## src/rtl/a2s_rd_arbiter.sv

```systemverilog
// Round-robin arbiter sharing one AXI read channel (AR + R) between NREQ read masters.
// Optional DATA-phase watchdog with DRAIN recovery is enabled by defining A2S_ARB_TIMEOUT_EN.
module a2s_rd_arbiter #(
  parameter int NREQ      = 2,
  parameter int TO_CYCLES = 1024
) (
  input  logic                AXI_clk,
  input  logic                rst_n,
  input  logic [NREQ*32-1:0]  req_araddr,
  input  logic [NREQ-1:0]     req_arvalid,
  output logic [NREQ-1:0]     req_arready,
  output logic [NREQ-1:0]     req_rvalid,
  input  logic [NREQ-1:0]     req_rready,
  output logic [NREQ-1:0]     req_rlast,
  output logic [31:0]         AXI_araddr,
  output logic                AXI_arvalid,
  input  logic                AXI_arready,
  input  logic                AXI_rvalid,
  output logic                AXI_rready,
  input  logic                AXI_rlast,
  output logic [NREQ-1:0]     grant,
  output logic                busy,
  output logic [7:0]          beat_cnt,
  input  logic                err_clr,
  output logic                arb_err
);

  localparam int GW = (NREQ > 1) ? $clog2(NREQ) : 1;
  localparam logic [GW:0] NREQ_W = (GW+1)'(NREQ);

  localparam logic [1:0] S_IDLE  = 2'd0;
  localparam logic [1:0] S_ADDR  = 2'd1;
  localparam logic [1:0] S_DATA  = 2'd2;
  localparam logic [1:0] S_DRAIN = 2'd3;

  logic [1:0]      state_q, state_d;
  logic [NREQ-1:0] grant_q, grant_d;
  logic [GW-1:0]   gidx_q, gidx_d;
  logic [GW-1:0]   last_q, last_d;
  logic [7:0]      beat_cnt_q, beat_cnt_d;
  logic            arb_err_q, arb_err_d;

  logic            in_addr, in_data, in_drain;
  logic            sel_arvalid, sel_rready;
  logic [31:0]     sel_araddr;
  logic            r_hs;

  // Round-robin search: rotate the request vector so bit 0 is master last+1.
  logic [GW:0]       rr_start, rr_pos, rr_sum;
  logic [2*NREQ-1:0] req_dbl;
  logic [NREQ-1:0]   req_rot;
  logic [GW-1:0]     pick_idx;

  always_comb begin
    rr_start = {1'b0, last_q} + (GW+1)'(1);
    if (rr_start == NREQ_W) begin
      rr_start = '0;
    end
    req_dbl = {req_arvalid, req_arvalid};
    req_rot = req_dbl[rr_start +: NREQ];
    rr_pos  = '0;
    for (int j = NREQ - 1; j >= 0; j--) begin
      if (req_rot[j]) begin
        rr_pos = (GW+1)'(j);
      end
    end
    rr_sum = rr_start + rr_pos;
    if (rr_sum >= NREQ_W) begin
      rr_sum = rr_sum - NREQ_W;
    end
    pick_idx = rr_sum[GW-1:0];
  end

  assign in_addr  = (state_q == S_ADDR);
  assign in_data  = (state_q == S_DATA);
  assign in_drain = (state_q == S_DRAIN);

  always_comb begin
    sel_araddr = '0;
    for (int i = 0; i < NREQ; i++) begin
      sel_araddr = sel_araddr | (req_araddr[32*i +: 32] & {32{grant_q[i]}});
    end
  end

  assign sel_arvalid = |(req_arvalid & grant_q);
  assign sel_rready  = |(req_rready & grant_q);

  assign AXI_araddr  = in_addr ? sel_araddr : 32'h0;
  assign AXI_arvalid = in_addr & sel_arvalid;
  assign AXI_rready  = (in_data & sel_rready) | in_drain;
  assign r_hs        = AXI_rvalid & AXI_rready;

  for (genvar gi = 0; gi < NREQ; gi++) begin : g_req
    assign req_arready[gi] = in_addr & grant_q[gi] & AXI_arready;
    assign req_rvalid[gi]  = in_data & grant_q[gi] & AXI_rvalid;
    assign req_rlast[gi]   = in_data & grant_q[gi] & AXI_rlast;
  end

  assign grant    = grant_q;
  assign busy     = (state_q != S_IDLE);
  assign beat_cnt = beat_cnt_q;
  assign arb_err  = arb_err_q;

`ifdef A2S_ARB_TIMEOUT_EN
  logic [15:0] wdog_q, wdog_d;
  logic        err_set;
`else
  logic [15:0] unused_to;
  assign unused_to = 16'(TO_CYCLES);
`endif

  always_comb begin
    state_d    = state_q;
    grant_d    = grant_q;
    gidx_d     = gidx_q;
    last_d     = last_q;
    beat_cnt_d = beat_cnt_q;
`ifdef A2S_ARB_TIMEOUT_EN
    wdog_d     = wdog_q;
    err_set    = 1'b0;
`endif
    case (state_q)
      S_IDLE: begin
        if (|req_arvalid) begin
          state_d = S_ADDR;
          grant_d = {{(NREQ-1){1'b0}}, 1'b1} << pick_idx;
          gidx_d  = pick_idx;
        end
      end
      S_ADDR: begin
        // A master withdrawing its request gives up the slot without counting as served.
        if (!sel_arvalid) begin
          state_d = S_IDLE;
          grant_d = '0;
        end else if (AXI_arready) begin
          state_d    = S_DATA;
          beat_cnt_d = 8'd0;
`ifdef A2S_ARB_TIMEOUT_EN
          wdog_d     = 16'd0;
`endif
        end
      end
      S_DATA: begin
        if (r_hs && AXI_rlast) begin
          state_d = S_IDLE;
          grant_d = '0;
          last_d  = gidx_q;
        end
`ifdef A2S_ARB_TIMEOUT_EN
        else if (wdog_q == 16'(TO_CYCLES - 1)) begin
          state_d = S_DRAIN;
          err_set = 1'b1;
        end else begin
          wdog_d = wdog_q + 16'd1;
        end
`endif
      end
`ifdef A2S_ARB_TIMEOUT_EN
      S_DRAIN: begin
        if (r_hs && AXI_rlast) begin
          state_d = S_IDLE;
          grant_d = '0;
          last_d  = gidx_q;
        end
      end
`endif
      default: begin
        state_d = S_IDLE;
        grant_d = '0;
      end
    endcase
    if (r_hs && (beat_cnt_q != 8'hFF)) begin
      beat_cnt_d = beat_cnt_q + 8'd1;
    end
  end

`ifdef A2S_ARB_TIMEOUT_EN
  // A new timeout takes priority over a clear arriving in the same cycle.
  assign arb_err_d = err_set | (arb_err_q & ~err_clr);
`else
  logic unused_clr;
  assign unused_clr = err_clr;
  assign arb_err_d  = 1'b0;
`endif

  always_ff @(posedge AXI_clk or negedge rst_n) begin
    if (!rst_n) begin
      state_q    <= S_IDLE;
      grant_q    <= '0;
      gidx_q     <= '0;
      last_q     <= GW'(NREQ - 1);
      beat_cnt_q <= 8'd0;
      arb_err_q  <= 1'b0;
    end else begin
      state_q    <= state_d;
      grant_q    <= grant_d;
      gidx_q     <= gidx_d;
      last_q     <= last_d;
      beat_cnt_q <= beat_cnt_d;
      arb_err_q  <= arb_err_d;
    end
  end

`ifdef A2S_ARB_TIMEOUT_EN
  always_ff @(posedge AXI_clk or negedge rst_n) begin
    if (!rst_n) begin
      wdog_q <= 16'd0;
    end else begin
      wdog_q <= wdog_d;
    end
  end
`endif

endmodule

```

## config.mk

```make
export PLATFORM = sky130hd
export DESIGN_NAME = a2s_rd_arbiter
export DESIGN_NICKNAME = d
export VERILOG_FILES = /design/src/rtl/a2s_rd_arbiter.sv
export SDC_FILE = /design/constraint.sdc
export NUM_CORES = 1
export LEC_CHECK = 0
export CAP_MARGIN = 10
export CORE_MARGIN = 3
export CORE_UTILIZATION = 28
export CTS_CLUSTER_DIAMETER = 120
export DETAILED_ROUTE_END_ITERATION = 7
export HOLD_SLACK_MARGIN = 0.1
export MAX_ROUTING_LAYER = met4
export PLACE_DENSITY = 0.9
export SYNTH_ARGS = -nofsm -noshare
export SYNTH_HDL_FRONTEND = slang
export SYNTH_SLANG_ARGS = --single-unit
```

## constraint.sdc

```tcl
create_clock -name AXI_clk -period 1.8 [get_ports AXI_clk]
set_input_delay 0.36 -clock AXI_clk [delete_from_list [all_inputs] [get_ports AXI_clk]]
set_output_delay 0.36 -clock AXI_clk [all_outputs]
set_load 0.05 [all_outputs]
```

==> summary.md <==
| Metric | Value |
|---|---|
| Outcome | `complete, but fails checks` |
| Violated checks | `negative setup slack` |
| H-tree Lvls | `1` |
| Main combinational cell family by area after synthesis | `compound AO/OA/AOI/OAI gates` |
| PnR worst setup slack | `-0.1869 ns` |
| Die Area | `4931 um^2` |
| Area of the multi-input gates | `1085 um^2` |
| CP top delay family | `simple AND/OR/NAND/NOR gates` |
| Placed cell areas | `2919 um^2` |
| Netlist cell types | `37` |
| Post-route core utilization | `89.86%` |
| Initial antenna violation count | `0` |
| Syn avg cell area | `9.313 um^2` |
| Reg2Reg Setup Slack | `-0.01 ns` |
| Fill cells | `141` |
| Synth Area in Simple Gates | `18.96%` |
| Complex-gate fraction of the synthesized area | `38.89%` |
| Internal power | `652.1 uW` |
| Place WS | `-0.2016 ns` |
| Chip Width | `70.22 um` |
| Combinational Power Share | `25.9%` |
| Crit path cell chain | `and2b_4, and2_4, buf_16, a22o_4, buf_12` |
| Hold_buf cts | `0` |
| Root Driver | `clkbuf_8` |
| Peak supply drop | `0.0006841 V` |
| Nets | `340` |
| ANT cells | `0` |
| Yosys top cell by area | `dfrtp_1` |
| Max-Cap Viols | `0` |
| Worst setup EP type | `output port` |
| Area contributors post-synth | `dfrtp_1 (28%), a22o_1 (27%), and3_1 (4.3%)` |
| Leak pwr | `1.552 nW` |
| Max incr delay on CP | `0.38 ns` |
| Final WL | `8992 um` |
| RSZ-0062 raised after global routing | `yes` |
| Post-Layout Inst Area | `3438 um^2` |
| Most common cell after layout, fill and taps aside | `clkdlybuf4s50_1` |
| Final setup fails | `33` |
| Avg WL per Cell | `28.82 um` |
| Primary FF master, synth | `dfrtp_1` |
| DRT iter0 DRCs | `132` |
| Multiplexer area fraction after synthesis | `2.817%` |
| Register Area | `356.6 um^2` |
| Final critical-path required period | `1.987 ns` |
| ANT nets after route | `0` |
| CP Launch Type | `flop` |
| Synth Area in Adders | `1.083%` |
| Syn Inst Count | `124` |
| Clk_skew | `0.002643 ns` |
| Max FO, Critical Path | `8` |
| Core area | `3826 um^2` |
| Ports | `126` |
| Clk slew on worst S/H paths | `0.06 ns` |
| Post-synth ARST share | `100.0%` |
| DP HPWL | `4888 um` |
| # port buffers | `123` |
| Site row count | `22` |
| Layout cells sized above 1 | `50.76%` |
| Period utilization | `110.4%` |
| Vias in the first global route | `1922` |
| Area grow syn2layout | `197.7%` |
| Sequential share of the synthesized area | `30.44%` |
| First-pass GRT wire length | `12250 um` |
| Switch share | `22.64%` |
| Synth top area share | `28.17%` |
| Vias | `1891` |
| Most frequent cells in the layout | `clkdlybuf4s50_1 (70), buf_12 (41), a22o_4 (32)` |
| Synth warn | `0` |
| Number of synthesized flops with an enable pin | `0` |
| Power share of the clock group | `36.8%` |
| Pre-antenna DRT Iters | `4` |
| Seq cells post-synth | `14` |
| CP required | `1.44 ns` |
| Xor and xnor area share after synthesis | `2.275%` |
| Min-delay worst type | `in2async` |
| Worst EP arrival | `1.63 ns` |
| Starting density of the core | `30.18%` |
| Crit path kind | `reg2out` |
| Clk Latency, worst-skew pair | `0.25 ns` |
| TNS Setup | `-5.014 ns` |
| Num CTS Buffers | `3` |
| Clock Sinks | `14` |
| Power Density | `245.2 nW/um^2` |
| Vias per inst | `6.061` |
| Final GP Congestion | `0.8914` |
| Final hold viol count | `0` |
| Die Y | `70.22 um` |
| Syn Nets | `199` |
| Max Clock Freq | `0.5033 GHz` |
| Sw power | `190.8 uW` |
| DRC Markers | `0` |
| Syn Std Cell Area | `1155 um^2` |
| Clk buf depth | `2` |
| Final slew viol count | `0` |
| Sequential share of power | `37.4%` |
| Overflow after GRT | `0` |
| CTS tree | `yes` |
| Pin count of the biggest net entering global routing | `17` |
| CP Buf/Inv Count | `2` |
| Slowest CP cell | `dfrtp_1` |
| Gr usage total | `33.50%` |
## kinds of logic (layout without fill, tap and decap cells)
logic type / Yosys count / in the layout
AOI/OAI and AO/OA: 53 / 53
and+or+nand+nor: 36 / 36
DFF: 14 / 14
buffers and inverters: 13 / 153
xor gates and xnor gates: 3 / 3
muxes: 3 / 3
adders and majority gates: 1 / 1
other: 1 / 1
## worst register-to-register path: cells and delay by family, from the launching register on
family | cells | cell delay [ns]
buffers and inverters | 2 | 0.33
AND/OR/NAND/NOR | 2 | 0.39
flip-flops | 1 | 0.38
AO/OA/AOI/OAI | 2 | 0.59
## Yosys cell counts (all sizes together), types with 2 or more instances
| cell | count |
|---|---|
| nand3 | 3 |
| nor2 | 2 |
| and3 | 9 |
| a221o | 3 |
| a21oi | 3 |
| nor3 | 3 |
| nand2b | 2 |
| a22o | 36 |
| nand2 | 4 |
| buf | 7 |
| xnor2 | 2 |
| dfrtp | 13 |
| a32o | 2 |
| and2 | 6 |
| nand4 | 3 |
| clkbuf | 2 |
| o21ai | 3 |
| inv | 4 |
| mux2 | 2 |
## area by class of cell
class                   instances  share of cell area, %
multi-input cells              97                  31.55
inverters                       4                 0.4367
repair buffers                145                  54.29
well taps                      48                  1.747
clock buffers                   4                  1.601
flip-flops and latches         14                  10.37
## power by group through the flow
stage | combinational [mW] | clock, mW | sequential [mW]
after floorplan | 0.00930 | 0 | 0.321
after global placement | 0.179 | 0 | 0.320
after detailed placement | 0.186 | 0 | 0.320
after CTS | 0.202 | 0.309 | 0.315
after global routing | 0.225 | 0.324 | 0.315
final | 0.218 | 0.310 | 0.315
## metrics by stage
step                power, mW  std cells  hold WS (ns)
floorplan              0.3298        124       0.06441
global placement       0.4998        298        0.4921
detailed placement     0.5068        298        0.5111
CTS                    0.8267        309        0.4266
global route           0.8632        312        0.4602
finish                 0.8429        312        0.4282
## final timing paths
kind / startpoint / end / depth (start not counted)
max in group asynchronous: rst_n / last_q / 2
setup / recovery: state_q[0] / AXI_araddr[6] / 5
hold / removal: rst_n / beat_cnt[7] / 2
min in group AXI_clk: gidx_q / last_q / 1
hold reg to reg: gidx_q / last_q / 1
setup reg to reg: state_q[0] / beat_cnt[2] / 6
## flip-flops by register name (all words and copies together), names as in the netlist
signal	flops
gidx_q	1
last_q	1
state_q	2
grant	2
beat_cnt	8
## timing repair
| item | 4_1_cts | 5_1_grt |
|---|---|---|
| gates cloned | 4 | 0 |
| endpoints found under the setup margin | 33 | 44 |
| buffers inserted | 3 | 5 |
| resized for setup | 42 | 15 |
| pin swaps | 33 | 8 |
## layer usage
| metal | part of all wire, % | global-route usage (%) |
|---|---|---|
| met1 | 33 | 33.71 |
| met2 | 54 | 64.24 |
| met3 | 7.6 | 5.612 |
| met4 | 6.0 | 11.28 |
| met5 | 0 | - |
(Power assumes the default switching activity.)
